File: src/rtl/std_divmod_pipe.sv
// std_divmod_pipe: iterative restoring divider returning quotient and remainder
// from a single operation, under a go/done latency-insensitive handshake.
//
// Ports:
//   clk           rising-edge clock
//   reset         asynchronous, active-high; clears all state
//   go            request; held high until done is observed
//   left          dividend, sampled on the start edge
//   right         divisor, sampled on the start edge
//   out_quotient  quotient of the last completed operation
//   out_remainder remainder of the last completed operation
//   done          completion, held while go stays high
//   div_by_zero   raised with done when the latched divisor was zero
module std_divmod_pipe #(
    parameter int unsigned width       = 32,
    parameter int unsigned signed_mode = 0,
    parameter int unsigned steps       = 1
) (
    input  logic             clk,
    input  logic             reset,
    input  logic             go,
    input  logic [width-1:0] left,
    input  logic [width-1:0] right,
    output logic [width-1:0] out_quotient,
    output logic [width-1:0] out_remainder,
    output logic             done,
    output logic             div_by_zero
);

    localparam int unsigned n_iter = (steps == 0) ? 0 : width / steps;
    localparam int unsigned cnt_w  = (n_iter < 1) ? 1 : $clog2(n_iter + 1);
    localparam int unsigned rw     = width + 1;

    // Reject step counts that do not evenly divide the operand width.
    if (steps == 0 || n_iter * steps != width) begin : g_bad_steps
        $error("std_divmod_pipe: steps (%0d) must divide width (%0d)", steps, width);
    end

    typedef enum logic [1:0] {IDLE, CALC, DONE} state_t;

    state_t           state;
    logic [width-1:0] dvd;      // dividend magnitude, becomes quotient as it shifts
    logic [width-1:0] dvs;      // divisor magnitude
    logic [rw-1:0]    rem;      // partial remainder
    logic             q_neg;
    logic             r_neg;
    logic [cnt_w-1:0] cnt;

    logic             left_neg;
    logic             right_neg;
    logic [width-1:0] left_mag;
    logic [width-1:0] right_mag;
    logic [width-1:0] dvd_nxt;
    logic [rw-1:0]    rem_nxt;
    logic [rw-1:0]    trial;

    // Operand magnitudes; the most-negative value maps onto 2^(width-1) unsigned.
    assign left_neg  = (signed_mode != 0) && left[width-1];
    assign right_neg = (signed_mode != 0) && right[width-1];
    assign left_mag  = left_neg  ? -left  : left;
    assign right_mag = right_neg ? -right : right;

    // One cycle's worth of chained restoring shift/compare/subtract stages.
    always_comb begin
        rem_nxt = rem;
        dvd_nxt = dvd;
        trial   = '0;
        for (int i = 0; i < int'(steps); i++) begin
            trial   = (rem_nxt << 1) | rw'(dvd_nxt[width-1]);
            dvd_nxt = dvd_nxt << 1;
            if (trial >= {1'b0, dvs}) begin
                trial      = trial - {1'b0, dvs};
                dvd_nxt[0] = 1'b1;
            end
            rem_nxt = trial;
        end
    end

    // Control FSM with registered results.
    always_ff @(posedge clk or posedge reset) begin
        if (reset) begin
            state         <= IDLE;
            dvd           <= '0;
            dvs           <= '0;
            rem           <= '0;
            q_neg         <= 1'b0;
            r_neg         <= 1'b0;
            cnt           <= '0;
            out_quotient  <= '0;
            out_remainder <= '0;
            done          <= 1'b0;
            div_by_zero   <= 1'b0;
        end else begin
            case (state)
                IDLE: begin
                    if (go) begin
                        dvd   <= left_mag;
                        dvs   <= right_mag;
                        rem   <= '0;
                        q_neg <= left_neg ^ right_neg;
                        r_neg <= left_neg;
                        cnt   <= '0;
                        state <= CALC;
                    end
                end
                CALC: begin
                    if (!go) begin
                        state <= IDLE;
                    end else if (cnt == '0 && dvs == '0) begin
                        // dvd still holds |left|; re-applying the sign recovers left.
                        out_quotient  <= '1;
                        out_remainder <= r_neg ? -dvd : dvd;
                        div_by_zero   <= 1'b1;
                        done          <= 1'b1;
                        state         <= DONE;
                    end else if (cnt == cnt_w'(n_iter)) begin
                        out_quotient  <= q_neg ? -dvd : dvd;
                        out_remainder <= r_neg ? -rem[width-1:0] : rem[width-1:0];
                        done          <= 1'b1;
                        state         <= DONE;
                    end else begin
                        dvd <= dvd_nxt;
                        rem <= rem_nxt;
                        cnt <= cnt + cnt_w'(1);
                    end
                end
                DONE: begin
                    if (!go) begin
                        done        <= 1'b0;
                        div_by_zero <= 1'b0;
                        state       <= IDLE;
                    end
                end
                default: state <= IDLE;
            endcase
        end
    end

endmodule

File: config.mk
export PLATFORM = sky130hd
export DESIGN_NAME = std_divmod_pipe
export DESIGN_NICKNAME = d
export VERILOG_FILES = /design/src/rtl/std_divmod_pipe.sv
export SDC_FILE = /design/constraint.sdc
export NUM_CORES = 1
export LEC_CHECK = 0
export CAP_MARGIN = 0
export CORE_MARGIN = 2
export CORE_UTILIZATION = 55
export CTS_CLUSTER_DIAMETER = 60
export CTS_CLUSTER_SIZE = 10
export DETAILED_ROUTE_END_ITERATION = 10
export HOLD_SLACK_MARGIN = 0.08
export PLACE_DENSITY = 0.81
export RECOVER_POWER = 100
export SLEW_MARGIN = 20
export SYNTH_ARGS = -nofsm -noshare
export SYNTH_HDL_FRONTEND = slang
export SYNTH_SLANG_ARGS = --single-unit
File: constraint.sdc
create_clock -name clk -period 7.7 [get_ports clk]
set_input_delay 1.155 -clock clk [delete_from_list [all_inputs] [get_ports clk]]
set_output_delay 1.155 -clock clk [all_outputs]
set_load 0.05 [all_outputs]
==> impl_metrics.ini, run 1 <==
[cells_and_area]
layout-drive-gt1-share = 0.0488
layout.nets = 1218
n_antenna_cell = 0
fillCellCount = 1307
multiInputGateArea_sq_um = 4480
finalNonFillerCells = 1348
final_area_sq_um = 11200
fin_util = 0.680
area_delta_synth_final_pct = 21.9
seq_area_sq_um = 4250
final_common_cell = dfrtp_1
most-common-layout-cells = 170 x dfrtp_1, 157 x nor2_1, 136 x a21oi_1, 99 x nand2_1

[floorplan]
die_w_um = 133
rows = 47
io_pins = 133
die_area_sq_um = 17700
chipHeight_um = 133
start_util = 0.558
design.core.area_sq_um = 16400

[clock_tree]
cts_tree = yes
cts_setup_buffers = 0
clk_path_buf_depth = 2
path_clk_slew_ns = 0.07
cts_resized = 0
numCtsBuffers = 17
cts_sinks = 170
clockRootBuffer = clkbuf_16
hold_buffers = 0
htree_levels = 4
worstSkewPairLatency_ns = 0.43

[sta]
setup_violations = 0
finalSetupTns_ns = 0
relSlewSlack = -1.61
slew_violations = 234
fin_ws_ns = 2.65
hold_viol = 0
period_share = 0.656
clock_skew_ns = 0.0113
worst_slew_pin_slew_ns = 3.89
rsz0062_at_grt = no
min_period_ns = 5.05
max_freq_ghz = 0.198
whs_ns = 0.520

[synthesis]
ys_ff_latch = 170
synth.distinct_cells = 61
synth_area_per_cell_sq_um = 9.02
synth-edff-count = 0
postSynth.asyncResetShare = 1.00
synthesis.nets = 1117
postSynthCellCount = 1015
ys_seq_area_frac = 0.465
yosys_warnings = 0
syn_area_sq_um = 9160
synth_flop_cell = dfrtp_1

[power_and_ir_drop]
clkPwrFrac = 0.400
finalPower_mw = 2.16
p_int_mw = 1.57
seq_power_share = 0.455
power_frac_comb = 0.144
power.density_nw_per_um2 = 194
power.leakage_nw = 5.14
sw_frac_of_total = 0.276
ir_drop_v = 0.000179
p_sw_uw = 598

[routing]
remaining_drc_errors = 0
drtIter0Drc = 717
num_vias = 7774
wl_per_cell_um = 17.0
via_per_inst = 5.77
routed_wl_um = 23000
first_pass_iters = 5
postRouteAntennaNets = 0

[worst_setup_path]
worst-endpoint-arrival_ns = 5.38
required_ns = 8.03
start_kind = flip-flop
path_max_fanout = 76
setup.worst_path.start = cnt[0]
rr_startpoint = cnt[0]
end_kind = flip-flop
rrSetupSlack_ns = 2.65
worstSetupPathType = flip-flop to flip-flop

[global_route]
grt_pass1_wl_um = 37200
grt_overflow = 0
grt_pass1_vias = 7488
grtUsageTotal = 0.265
grt_start_max_net_pins = 129
antenna_found_initial = 0

[placement]
io_buffer_count = 132
placed_area_sq_um = 10600
post-place-ws_ns = 3.64
hpwl_um = 15700
routabilityCongestion = 1.01
dp.cells = 1316

[status]
status = finished with violations
failed_checks = max-capacitance violations, max-slew violations

[worst_hold_path]
min_from = out_quotient[8]
hold_path_class = flip-flop to flip-flop

[flow_run]
drv_cap = 3
layout make-up:
cell class,instances,area share
flip-flops and latches,170,0.381
repair buffers,139,0.124
well taps,220,0.0247
clock inverters,12,0.0126
clock buffers,19,0.0406
multi-input cells,743,0.401
inverters,45,0.0154
synthesized netlist by cell type, types with 7 or more instances:
library cell,number,area [sq um]
o21ai_0,67,335
nor4_1,9,56.3
buf_2,23,115
mux2i_1,73,731
nand2_1,99,372
ha_1,34,425
a21oi_1,136,681
nand4_1,9,56.3
o21a_1,7,52.6
xnor2_1,16,140
nor3_1,10,50.1
inv_1,44,165
and3_1,7,43.8
xor2_1,14,123
nand3_1,17,85.1
clkbuf_1,26,97.6
dfrtp_1,170,4250
o211ai_1,9,67.6
nor2_1,158,593
cell families (layout without fill, tap and decap cells):
group,Yosys count,count (layout),synth area share
AND/OR/NAND/NOR,332,332,0.156
adder cells (fa/ha/maj),35,35,0.0487
flip-flops,170,170,0.465
multiplexers,74,74,0.0810
AO/OA/AOI/OAI,272,272,0.173
XOR/XNOR,30,30,0.0287
buffers and inverters,102,215,0.0477
critical path, cell delays in order, from the launching register on:
cell and delay (ns):
dfrtp_1 0.42, inv_1 0.07, ha_1 0.13, nor4b_1 0.55
nand4_1 0.18, nor3_1 0.23, buf_4 0.70, a21o_1 0.20
and3_1 1.91, buf_12 0.31, nor2_1 0.08, a21oi_1 0.12
final timing paths:
| path | endpoint | depth (start not counted) |
|---|---|---|
| worst max-delay path | out_quotient[29] | 11 |
| worst min-delay path | out_quotient[8] | 2 |
| worst max register to register | out_quotient[29] | 11 |
| worst min register to register | out_quotient[8] | 2 |
| max in group asynchronous | dvs[28] | 3 |
| min in group asynchronous | out_quotient[7] | 2 |
layer usage:
metal	part of all wire	GRT usage	vias up
li1	-	-	3726
met2	0.46	0.415	294
met5	0	0	-
met4	0.022	0.0956	0
met1	0.45	0.374	3718
met3	0.068	0.0456	36
sequential cells by signal, summed over array words and instances, names as in the netlist:
signal and cells:
div_by_zero 1, done 1, dvd 32, out_remainder 32, rem 32, out_quotient 32
dvs 32, cnt 6, state 2
power by group through the flow:
stage	registers, mW	logic, mW	clock network [mW]
6_report	0.985	0.313	0.866
3_5_place_dp	1.00	0.305	0
5_1_grt	0.991	0.347	0.908
2_1_floorplan	0.986	0.219	0
3_3_place_gp	0.997	0.301	0
4_1_cts	0.984	0.310	0.870
Power figures use the tool's default switching activity.
==> inputs of run 2 (changes only) <==
- clock period: 7.7 -> 5.17 ns (I/O delays scaled with it)
==> run 2 against run 1 <==
Hold slack better by 0.0013 ns. Die area stayed put. Sequential share of layout area is 0.072 points lower. The run still ends with max-capacitance violations, max-slew violations left. Highest routed layer unchanged.
==> impl_metrics.ini, run 2 (same netlist as run 1, synthesis figures left out) <==
[cells_and_area]
most-common-layout-cells = 170 x dfrtp_1, 158 x nor2_1, 136 x a21oi_1, 99 x nand2_1, 73 x mux2i_1
layout.nets = 1220
layout-drive-gt1-share = 0.0434
final_common_cell = dfrtp_1
area_delta_synth_final_pct = 22.1
finalNonFillerCells = 1350
n_antenna_cell = 0
multiInputGateArea_sq_um = 4460
fillCellCount = 1278
seq_area_sq_um = 4250

[worst_setup_path]
rr_startpoint = cnt[0]
end_kind = flip-flop
worst-endpoint-arrival_ns = 4.29
r2r-end = out_remainder[15]
ff2ff_path_depth = 8
path_max_fanout = 50
start_kind = primary input
worstSetupPathType = primary input to flip-flop
rrSetupSlack_ns = 1.21
required_ns = 5.49

[floorplan]
io_pins = 133
rows = 47
die_w_um = 133
die_area_sq_um = 17700
chipHeight_um = 133
start_util = 0.558
design.core.area_sq_um = 16400

[power_and_ir_drop]
ir_drop_v = 0.000232
power.leakage_nw = 5.15
power.density_nw_per_um2 = 293
finalPower_mw = 3.28

[global_route]
antenna_found_initial = 0
grt_pass1_vias = 7274
grt_start_max_net_pins = 124
grtUsageTotal = 0.261
grt_overflow = 0
grt_pass1_wl_um = 36900

[flow_run]
drv_cap = 2

[clock_tree]
cts_resized = 0
hold_buffers = 0
clk_path_buf_depth = 2
cts_setup_buffers = 0
path_clk_slew_ns = 0.06
numCtsBuffers = 17
cts_tree = yes
htree_levels = 4
cts_sinks = 170
worstSkewPairLatency_ns = 0.42
clockRootBuffer = clkbuf_16

[sta]
rsz0062_at_grt = no
hold_viol = 0
period_share = 0.767
max_freq_ghz = 0.252
fin_ws_ns = 1.21
min_period_ns = 3.96
setup_violations = 0
relSlewSlack = -0.874
worst_slew_pin_slew_ns = 2.80
clock_skew_ns = 0.0117
finalSetupTns_ns = 0
whs_ns = 0.521
slew_violations = 117

[status]
status = finished with violations
failed_checks = max-capacitance violations, max-slew violations

[routing]
routed_wl_um = 22600
postRouteAntennaNets = 0
remaining_drc_errors = 0
num_vias = 7857
via_per_inst = 5.82
first_pass_iters = 5
wl_per_cell_um = 16.8
drtIter0Drc = 685

[placement]
hpwl_um = 15800
routabilityCongestion = 0.911
post-place-ws_ns = 1.86
io_buffer_count = 132
dp.cells = 1318

[worst_hold_path]
min_from = out_quotient[4]
hold_path_class = flip-flop to flip-flop
whs_path_depth = 2
min_to = out_quotient[4]
[run 2: per-layer routing]
layer | GRT usage | up-vias | part of all wire
met2 | 0.398 | 311 | 0.46
met4 | 0.0806 | 0 | 0.021
li1 | - | 3753 | -
met3 | 0.0533 | 37 | 0.075
met1 | 0.379 | 3756 | 0.45
met5 | 0 | - | 0
[run 2: metrics by stage]
stage | cell area, sq um | util
after floorplan | 9160 | -
after global placement | 10600 | 0.645
after detailed placement | 10600 | 0.646
after CTS | 11200 | 0.684
after global routing | 11200 | 0.681
final | 11200 | 0.681
[run 2: how the worst max path moves through the flow]
stage	to	start	slack, ns	cells after the start
final	dvs[30]	go	1.21	5
after global routing	dvs[23]	go	0.86	6
after CTS	cnt[5]	cnt[0]	1.86	15
after detailed placement	cnt[5]	go	1.86	10
after global placement	cnt[5]	go	1.95	10
after floorplan	cnt[0]	reset	2.23	1
[run 2: where the power goes]
part           switching, mW  internal (mW)  leakage (nW)  total [mW]
clock                  0.524          0.820         0.296        1.34
combinational          0.273          0.195          2.63       0.467
sequential            0.0682           1.40          2.22        1.47
[run 2: critical path, stage by stage]
cell and delay, ns:
dlygate4sd3_1 0.71, nand2b_1 0.12, nor2_1 2.05, nand2_1 0.42, o21ai_0 0.20
[run 2: cell type report]
type                    count  area share
clock buffers              20      0.0400
clock inverters            11      0.0153
inverters                  45      0.0152
multi-input cells         743       0.399
flip-flops and latches    170       0.380
well taps                 220      0.0246
repair buffers            141       0.126
==> inputs of run 3 (changes only) <==
- CORE_UTILIZATION: 55 -> 50
- PLACE_DENSITY: 0.81 -> 0.77
- clock period: 5.17 -> 3.6 ns (I/O delays scaled with it)
==> run 3 against run 2 <==
The run still ends with max-capacitance violations, max-slew violations left. Worst setup slack got worse by 0.88 ns. Utilization decreased by 5.8 points. Sequential power increased by 44%. Critical path type is now flip-flop to flip-flop. Critical path depth increased by 7. Hold slack got worse by 0.0020 ns. Clock power increased by 39%. Via count decreased by 1.6%.
==> impl_metrics.ini, run 3 (same netlist as run 1, synthesis figures left out) <==
[clock_tree]
numCtsBuffers = 17
cts_resized = 0
hold_buffers = 0
htree_levels = 4
cts_tree = yes
cts_setup_buffers = 0
path_clk_slew_ns = 0.07
clk_path_buf_depth = 2
cts_sinks = 170
worstSkewPairLatency_ns = 0.44
clockRootBuffer = clkbuf_16

[sta]
max_freq_ghz = 0.306
period_share = 0.908
worst_slew_pin_slew_ns = 2.47
finalSetupTns_ns = 0
setup_violations = 0
hold_viol = 0
rsz0062_at_grt = no
relSlewSlack = -0.647
min_period_ns = 3.27
clock_skew_ns = 0.00729
slew_violations = 107
whs_ns = 0.519

[global_route]
grt_overflow = 0
grt_pass1_wl_um = 40200
antenna_found_initial = 0
grt_start_max_net_pins = 66
grtUsageTotal = 0.260
grt_pass1_vias = 7621

[placement]
placed_area_sq_um = 10700
io_buffer_count = 132
hpwl_um = 17800
routabilityCongestion = 0.946

[cells_and_area]
final_common_cell = dfrtp_1
layout.nets = 1225
layout-drive-gt1-share = 0.0502
most-common-layout-cells = 170 x dfrtp_1, 158 x nor2_1, 136 x a21oi_1, 99 x nand2_1, 73 x mux2i_1
final_area_sq_um = 11200
area_delta_synth_final_pct = 22.2
n_antenna_cell = 0

[floorplan]
chipHeight_um = 139
start_util = 0.510
design.core.area_sq_um = 18000
die_area_sq_um = 19400
die_w_um = 139
io_pins = 133
rows = 49

[routing]
postRouteAntennaNets = 0
num_vias = 7733
via_per_inst = 5.67
remaining_drc_errors = 0
first_pass_iters = 5
drtIter0Drc = 418
routed_wl_um = 24600
wl_per_cell_um = 18.0

[worst_setup_path]
worst-endpoint-arrival_ns = 3.59
cpMaxStageDelayCell = a2111oi_2
end_kind = flip-flop
required_ns = 3.92
path_max_fanout = 6
crit_buf_inv = 1
start_kind = flip-flop
critPathTopFamily = compound AO/OA/AOI/OAI gates
worstSetupPathType = flip-flop to flip-flop
cp_slowest_stage_delay_ns = 0.55
crit_chain = inv_1, ha_1, fa_1, and2b_2, o2111ai_2, a2111oi_2, o2111ai_1, a31oi_4, a21oi_1, a21oi_2, mux2i_1, nand2_1

[power_and_ir_drop]
ir_drop_v = 0.000390
finalPower_mw = 4.64
power.leakage_nw = 5.17
power.density_nw_per_um2 = 415

[status]
status = finished with violations
failed_checks = max-capacitance violations, max-slew violations

[worst_hold_path]
hold_path_class = flip-flop to flip-flop

[flow_run]
drv_cap = 2
run 3: path summary, 6_finish.rpt:
path | start | end | slack (ns) | depth (start not counted)
setup reg to reg | dvd[31] | rem[30] | 0.33 | 12
hold / removal | out_quotient[11] | out_quotient[11] | 0.52 | 2
setup / recovery | dvd[31] | rem[30] | 0.33 | 12
min in group asynchronous | reset | out_quotient[4] | 0.87 | 3
max in group asynchronous | reset | rem[21] | 0.64 | 3
hold reg to reg | out_quotient[11] | out_quotient[11] | 0.52 | 2
run 3: final cells by class:
cell class | count | area, sq um
clock inverters | 12 | 139
clock buffers | 20 | 447
fillers | 1528 | 6770
multi-input cells | 743 | 4460
flip-flops and latches | 170 | 4250
well taps | 229 | 287
inverters | 45 | 170
repair buffers | 146 | 1440
run 3: where the power goes:
group	internal, mW	leakage, nW	total, mW	switching (mW)
clock network	1.05	0.279	1.86	0.806
logic	0.279	2.67	0.670	0.391
registers	2.01	2.22	2.11	0.103
run 3: per-layer routing:
metal  GRT usage  wire, um  share of wire
met1       0.339     10500           0.43
met2       0.419     11800           0.48
met3      0.0516      1240          0.050
met4       0.125      1080          0.044
met5           0         0              0
run 3: per-stage QoR:
stage / cells / utilization / setup slack, ns
2_1_floorplan: 1015 / - / 0.800
3_3_place_gp: 1333 / 0.595 / 0.486
3_5_place_dp: 1333 / 0.595 / 0.464
4_1_cts: 1365 / 0.627 / 0.422
5_1_grt: 1365 / 0.623 / 0.106
6_report: 1365 / 0.623 / 0.330
run 3: tightest hold or removal path, stage by stage (launching register included):
cell and delay (ns):
dfrtp_1 0.34, nor2_1 0.05, a21oi_1 0.09
